## src/rtl/hd_file_writer.sv

```systemverilog
// hd_file_writer
// Lays files onto the HD image in the layout the boot-time loader parses:
// BEGIN marker, payload words, END marker, HD_END terminator. The terminator
// is written without advancing the free pointer, so the next file's BEGIN
// lands on top of it and the image always ends in exactly one HD_END.
//
// Ports:
//   clk, reset           clock; asynchronous active-high reset
//   cmd_create           pulse: open a new file
//   cmd_close            pulse: close the open file
//   wr_valid/wr_data     payload stream from the CPU side
//   wr_ready             payload word accepted on wr_valid & wr_ready
//   hd_we/hd_addr/hd_wdata  HD write port (all zero when not writing)
//   page                 {BEGIN address, END address} of the last file
//   save_page            pulse: page is final
//   file_open            high while a file is being written
//   full_err             sticky: a create or payload word hit the limit
module hd_file_writer #(
    parameter int                ADDR_W     = 16,
    parameter logic [ADDR_W-1:0] BASE_ADDR  = '0,
    parameter logic [ADDR_W-1:0] LIMIT_ADDR = '1
) (
    input  logic              clk,
    input  logic              reset,
    input  logic              cmd_create,
    input  logic              cmd_close,
    input  logic              wr_valid,
    input  logic [31:0]       wr_data,
    output logic              wr_ready,
    output logic              hd_we,
    output logic [ADDR_W-1:0] hd_addr,
    output logic [31:0]       hd_wdata,
    output logic [31:0]       page,
    output logic              save_page,
    output logic              file_open,
    output logic              full_err
);

    localparam logic [31:0] BEGIN_WORD  = {6'b010101, 26'b0};
    localparam logic [31:0] END_WORD    = {6'b010110, 26'b0};
    localparam logic [31:0] HD_END_WORD = {6'b011000, 26'b0};

    typedef enum logic [2:0] {
        IDLE,
        HEAD,
        DATA,
        TAIL,
        TERM
    } state_t;

    state_t            state;
    state_t            state_next;
    logic [ADDR_W-1:0] ptr;
    logic              has_room;
    logic              ptr_inc;
    logic              set_full;

    // Two slots must stay free for END and HD_END. The extra bit keeps
    // ptr+2 from wrapping when ptr sits near the top of the address space.
    assign has_room = ({1'b0, ptr} + (ADDR_W+1)'(2)) <= {1'b0, LIMIT_ADDR};

    assign file_open = (state != IDLE);
    assign hd_addr   = hd_we ? ptr : '0;

    always_ff @(posedge clk or posedge reset) begin
        if (reset) begin
            state <= IDLE;
        end else begin
            state <= state_next;
        end
    end

    always_comb begin
        state_next = state;
        wr_ready   = 1'b0;
        hd_we      = 1'b0;
        hd_wdata   = '0;
        ptr_inc    = 1'b0;
        set_full   = 1'b0;
        case (state)
            IDLE: begin
                if (cmd_create) begin
                    if (has_room) begin
                        state_next = HEAD;
                    end else begin
                        set_full = 1'b1;
                    end
                end
            end
            HEAD: begin
                hd_we      = 1'b1;
                hd_wdata   = BEGIN_WORD;
                ptr_inc    = 1'b1;
                state_next = DATA;
            end
            DATA: begin
                // A close wins over a simultaneous payload word; the producer
                // keeps holding that word.
                wr_ready = ~cmd_close & has_room;
                if (wr_valid && wr_ready) begin
                    hd_we    = 1'b1;
                    hd_wdata = wr_data;
                    ptr_inc  = 1'b1;
                end
                if (wr_valid && !has_room) begin
                    set_full = 1'b1;
                end
                if (cmd_close) begin
                    state_next = TAIL;
                end
            end
            TAIL: begin
                hd_we      = 1'b1;
                hd_wdata   = END_WORD;
                ptr_inc    = 1'b1;
                state_next = TERM;
            end
            TERM: begin
                hd_we      = 1'b1;
                hd_wdata   = HD_END_WORD;
                state_next = IDLE;
            end
            default: begin
                state_next = IDLE;
            end
        endcase
    end

    always_ff @(posedge clk or posedge reset) begin
        if (reset) begin
            ptr       <= BASE_ADDR;
            page      <= '0;
            save_page <= 1'b0;
            full_err  <= 1'b0;
        end else begin
            if (ptr_inc) begin
                ptr <= ptr + ADDR_W'(1);
            end
            if (state == HEAD) begin
                page[31:16] <= 16'(ptr);
            end
            if (state == TAIL) begin
                page[15:0] <= 16'(ptr);
            end
            save_page <= (state == TERM);
            if (set_full) begin
                full_err <= 1'b1;
            end
        end
    end

endmodule
```

## config.mk

```make
export PLATFORM = sky130hd
export DESIGN_NAME = hd_file_writer
export DESIGN_NICKNAME = d
export VERILOG_FILES = /design/src/rtl/hd_file_writer.sv
export SDC_FILE = /design/constraint.sdc
export NUM_CORES = 1
export LEC_CHECK = 0
export CAP_MARGIN = 30
export CORE_ASPECT_RATIO = 1.4
export CORE_UTILIZATION = 30
export DETAILED_ROUTE_END_ITERATION = 16
export PLACE_DENSITY = 0.61
export SYNTH_ARGS = -nofsm -noshare
export SYNTH_HDL_FRONTEND = slang
export SYNTH_SLANG_ARGS = --single-unit
```

## constraint.sdc

```tcl
create_clock -name clk -period 3.35 [get_ports clk]
set_input_delay 0.67 -clock clk [delete_from_list [all_inputs] [get_ports clk]]
set_output_delay 0.67 -clock clk [all_outputs]
set_load 0.1 [all_outputs]
```

==> Yosys cells after proc, flatten, opt, wreduce, memory -nomap -nowiden <==
Cells that the tools add are included.
{ "totals": {"reg_bits": 53, "in_bits": 37} }
{ "op_classes": {"n_addsub": 2, "order_cmp": 1, "n_eq_ne": 7, "mux": 15, "bitwise": 2, "n_reduce_logical": 8} }
{ "op_table": {"columns": ["cell", "count"], "rows": [
  ["32-bit case mux with 4 select lines", 1],
  ["32-bit two-way mux", 1],
  ["16-bit by 2-bit adder with 17-bit output (second input constant)", 1],
  ["17-bit by 16-bit less-or-equal comparator with 1-bit output (second input constant)", 1],
  ["16-bit by 1-bit adder with 16-bit output (second input constant)", 1],
  ["16-bit two-way mux", 1],
  ["3-bit case mux with 4 select lines", 1],
  ["3-bit two-way mux", 3],
  ["3-bit by 2-bit equality test with 1-bit output (second input constant)", 2],
  ["2-bit inequality test (second input constant)", 3],
  ["1-bit case mux with 2 select lines", 3],
  ["1-bit two-way mux", 5],
  ["3-bit by 1-bit equality test with 1-bit output (second input constant)", 1],
  ["3-bit equality test (second input constant)", 1],
  ["3-bit logical NOT", 1],
  ["3-bit AND reduction", 1],
  ["3-bit nonzero test", 1],
  ["3-bit OR reduction", 1],
  ["1-bit logical AND", 2],
  ["2-bit OR reduction", 1],
  ["1-bit AND", 1],
  ["1-bit logical NOT", 1],
  ["1-bit inverter", 1]
]} }

==> Logic depth before layout (Yosys ltp) <==
{ "logic_depth": {"word_depth": 7, "ltp_mapped": 9, "ltp_nobuf": 8} }

==> Worst setup path before layout <==
Ideal clock, no wire load.
{ "synth_timing": {"path_kind": "reg2out", "from": "reg ptr[1]", "to": "out hd_wdata[27]", "t_arrival_ns": 4.246, "t_required_ns": 2.680, "path_slack_ns": -1.566, "stages_incl_launch_ff": 9, "n_path_buf": 1, "cell_sequence": "dfrtp_1 -> ha_1 -> and4_1 -> and4b_1 -> a2111oi_2 -> or3_4 -> buf_2 -> a31oi_1 -> nor3b_1"} }
{ "synth_via": {"elab_chain_len": 6} }
{ "synth_rtl": {"columns": ["item", "line_no", "source"], "rows": [
  ["start, declared", "53", "logic [ADDR_W-1:0] ptr;"],
  ["start signal, assigned", "137", "ptr <= ptr + ADDR_W'(1);"],
  ["16-bit by 2-bit adder with 17-bit output", "60", "assign has_room = ({1'b0, ptr} + (ADDR_W+1)'(2)) <= {1'b0, LIMIT_ADDR};"],
  ["17-bit by 16-bit less-or-equal comparator with 1-bit output", "60", null],
  ["1-bit AND", "99", "wr_ready = ~cmd_close & has_room;"],
  ["1-bit logical AND", "100", "if (wr_valid && wr_ready) begin"],
  ["32-bit two-way mux", "100", null],
  ["32-bit case mux with 4 select lines", "80", "case (state)"],
  ["end, declared", "32", "output logic [31:0] hd_wdata,"]
]} }
Every way passes these cells.

==> Final worst setup path <==
{ "layout_timing": {"from": "reg ptr[4]", "to": "out hd_addr[8]"} }
{ "layout_via": {"elab_chain_len": 7} }
{ "layout_rtl": {"columns": ["item", "line_no", "source"], "rows": [
  ["16-bit by 2-bit adder with 17-bit output", "60", null],
  ["17-bit by 16-bit less-or-equal comparator with 1-bit output", "60", null],
  ["1-bit AND", "99", null],
  ["1-bit logical AND", "100", null],
  ["1-bit two-way mux", "100", null],
  ["1-bit case mux with 2 select lines", "80", null],
  ["16-bit two-way mux", "63", "assign hd_addr = hd_we ? ptr : '0;"],
  ["end, declared", "31", "output logic [ADDR_W-1:0] hd_addr,"]
]} }
Every way passes these cells.

==> results.py <==
metrics = {
    "setup_path": {
        "crit_slowest_cell": "dfrtp_2",
        "critPathArrivalTime_ps": 2700,
        "path_class": "reg -> out",
        "worstPathRequired_ps": 2680,
        "worst-path-buf-inv": 4,
        "cpPeakStageDelay_ps": 460,
        "cp_cell_sequence": "nand4_4 > nor4_4 > buf_4 > a31oi_2 > or3_4 > a211oi_4 > buf_4 > buf_12 > nor2b_2 > buf_12",
        "crit_family": "simple AND/OR/NAND/NOR gates",
        "cp-start-kind": "flip-flop",
        "cp-end-kind": "output pin",
        "cp_max_fo": 9,
    },
    "job": {
        "cap_viol_max_count": 0,
    },
    "layout": {
        "finalNonFillerCells": 604,
        "area_growth_pct": 75.4,
        "fill_cells": 909,
        "layout.nets": 506,
        "layout-drive-gt1-share": 0.485,
        "utilization": 0.538,
        "diodes": 0,
    },
    "timing": {
        "post-route-period-util": 1.01,
        "setup_slack_ps": -17.8,
        "max_slew_margin": 0.383,
        "layout_min_cycle_time_ps": 3370,
        "setup_viol": 16,
        "finalMaxSlewViolations": 0,
        "skew_ps": 6.19,
        "finalHoldViolations": 0,
        "rsz0062_at_grt": "true",
        "worst_slew_pin_slew_ps": 923,
        "max_clock_freq_ghz": 0.297,
    },
    "synth": {
        "yosys_warnings": 0,
        "yosysSeqAreaShare": 0.420,
        "ys.flop_type": "dfrtp_1",
        "yosysUniqueCellTypes": 54,
        "synth-compound-area-share": 0.110,
        "ys_seq_elements": 53,
        "synth-simple-area-share": 0.271,
        "async_reset_ff_frac": 1.00,
        "avgSynthCellArea_um2": 9.66,
        "syn-cell-area_um2": 3160,
        "synth_mux_area_frac": 0.110,
        "synth-edff-count": 0,
        "synth_cells": 327,
        "synth_top_family_by_area": "simple AND/OR/NAND/NOR gates",
        "syn_nets": 368,
        "synthXorXnorAreaFrac": 0.0222,
        "synthAdderAreaFrac": 0.0158,
    },
    "clocking": {
        "cts_sinks": 53,
        "ctsHoldBuffers": 0,
        "clk_path_buf_depth": 2,
        "cts_tree": "done",
        "h-tree-depth": 2,
        "clk_pin_slew_ps": 70,
        "cts_root_buf": "clkbuf_16",
        "numCtsBuffers": 5,
        "clk_latency_ps": 300,
    },
    "routing": {
        "avgViaCountPerCell": 5.14,
        "drtPass1Iterations": 4,
        "vias": 3107,
        "drtIter0Drc": 154,
        "drtAntennaViolNets": 0,
        "drc": 0,
        "detail_route.wl_per_cell_um": 18.0,
        "wl_mm": 10.9,
    },
    "global_routing": {
        "grt_pass1_wl_mm": 17.3,
        "grt_pass1_vias": 3205,
        "grt_use_total": 0.213,
        "antenna_found_initial": 0,
        "grt_max_degree": 34,
        "overflow": 0,
    },
    "placed_design": {
        "dp.cells": 585,
        "post-dp-hpwl_mm": 7.98,
        "io_buffers": 121,
        "gp_congestion": 0.890,
    },
    "min_path": {
        "hold_class": "reg -> reg",
    },
    "floorplanning": {
        "die_h_um": 123,
        "io_pins": 122,
        "fp.coreArea_um2": 10300,
        "die_area_um2": 11000,
        "row_count": 44,
        "die_x_um": 88.7,
        "start_util": 0.307,
    },
    "run_status": {
        "violations": "negative setup slack",
        "status": "finished with violations",
    },
}
[path summary, 6_finish.rpt]
| check | startpoint | end | slack (ps) | depth (start not counted) |
|---|---|---|---|---|
| worst max register to register | ptr[4] | ptr[4] | 840 | 8 |
| min in group asynchronous | reset | page[23] | 760 | 2 |
| worst min-delay path | full_err | full_err | 470 | 1 |
| max in group asynchronous | reset | ptr[11] | 2000 | 3 |
| worst max-delay path | ptr[4] | hd_addr[8] | -20 | 10 |
| worst min register to register | full_err | full_err | 470 | 1 |
[per-layer routing]
layer  track usage  share of wire  vias to the layer above  wire (µm)
met4        0.0887          0.036                        0        397
met3        0.0327          0.041                       29        443
met1         0.247           0.39                     1525       4250
li1              -              -                     1461          -
met5             0              0                        -          0
met2         0.383           0.53                       92       5800
[cells in the final DEF, fill, tap and decap left out, types with 2 or more instances in the layout]
master,netlist,final
a2111oi_4,0,2
a211oi_1,4,4
a21boi_0,2,2
a21o_1,4,4
a21oi_1,7,6
a31oi_1,6,4
and2_1,2,2
and3_1,32,11
and3_2,0,20
and4_1,4,3
buf_12,0,52
buf_4,2,71
buf_6,1,2
clkbuf_16,0,5
clkdlybuf4s50_1,0,36
dfrtp_1,53,48
dfrtp_2,0,5
ha_1,4,3
inv_1,5,3
inv_2,1,2
mux2_2,29,29
mux2i_1,2,2
nand2_1,24,24
nand2b_1,4,4
nand3_1,9,8
nand4_1,6,6
nor2_1,8,5
nor2_2,1,4
nor2b_1,21,8
nor2b_2,0,13
nor3_1,13,12
nor4_1,4,4
o211ai_1,8,8
o21ai_0,7,7
or4_1,6,6
xnor2_1,7,7
[cells in the mapped netlist, types with 2 or more instances]
cell,count,share of area
and4_1,4,0.011
nor2_1,8,0.0095
nor3b_1,2,0.0048
xnor2_1,7,0.019
buf_2,4,0.0063
nand2_1,24,0.029
or4_1,6,0.014
clkbuf_1,23,0.027
o211ai_1,8,0.019
a21oi_1,7,0.011
mux2i_1,2,0.0063
and2_1,2,0.0040
nand4_1,6,0.012
a31oi_1,6,0.012
a21o_1,4,0.0095
inv_1,5,0.0059
a211oi_1,4,0.0095
o21ai_0,7,0.011
nand2b_1,4,0.0079
mux2_2,29,0.10
dfrtp_1,53,0.42
nor3_1,13,0.021
ha_1,4,0.016
nand3_1,9,0.014
nor2b_1,21,0.042
a21boi_0,2,0.0048
buf_4,2,0.0048
nor4_1,4,0.0079
and3_1,32,0.063
[flip-flops by register name, indices dropped and copies added, names as in the netlist]
name       cells
page          32
state          3
full_err       1
save_page      1
ptr           16
[kinds of logic (layout without fill, tap and decap cells)]
group / count (synthesis) / after routing
AND/OR/NAND/NOR: 146 / 146
buffers and inverters: 37 / 176
adder cells (fa/ha/maj): 4 / 4
flip-flops: 53 / 53
multiplexers: 31 / 31
XOR/XNOR: 8 / 8
AO/OA/AOI/OAI: 48 / 48
[layout make-up]
cell class,count,area [µm²],area share
timing repair buffer,162,1980,0.358
multi-input combinational,237,1860,0.335
sequential,53,1330,0.240
tap,138,173,0.0312
clock buffer,5,125,0.0226
clock inverter,3,43.8,0.00790
inverter,6,26.3,0.00474
[through the flow]
step	hold slack, ps	TNS (ps)	area (µm²)	setup WS [ps]
after floorplan	474	0	3280	26.5
after global placement	457	0	5180	189
after detailed placement	461	0	5180	167
after CTS	477	-573	5490	-42.4
after global routing	481	-2610	5540	-110
final	475	-190	5540	-17.8
[timing repair]
action | in CTS | in global routing
endpoints found under the hold margin | 0 | 0
cloned | 1 | 0
setup endpoints to repair | 46 | 47
gates resized for setup | 17 | 4
pin swaps | 5 | 4
setup buffers | 6 | 4
[worst register-to-register path: stages, from the launching register on]
cell and delay, ps:
dfrtp_2 460, nand4_4 170, nor4_4 330, buf_4 190, a31oi_2 60, nor3_1 530, nor2_2 200, buf_4 200
o311ai_0 260
Power is not shown: default switching activity piles up to over one toggle a cycle in this logic, so the estimate is an artifact.
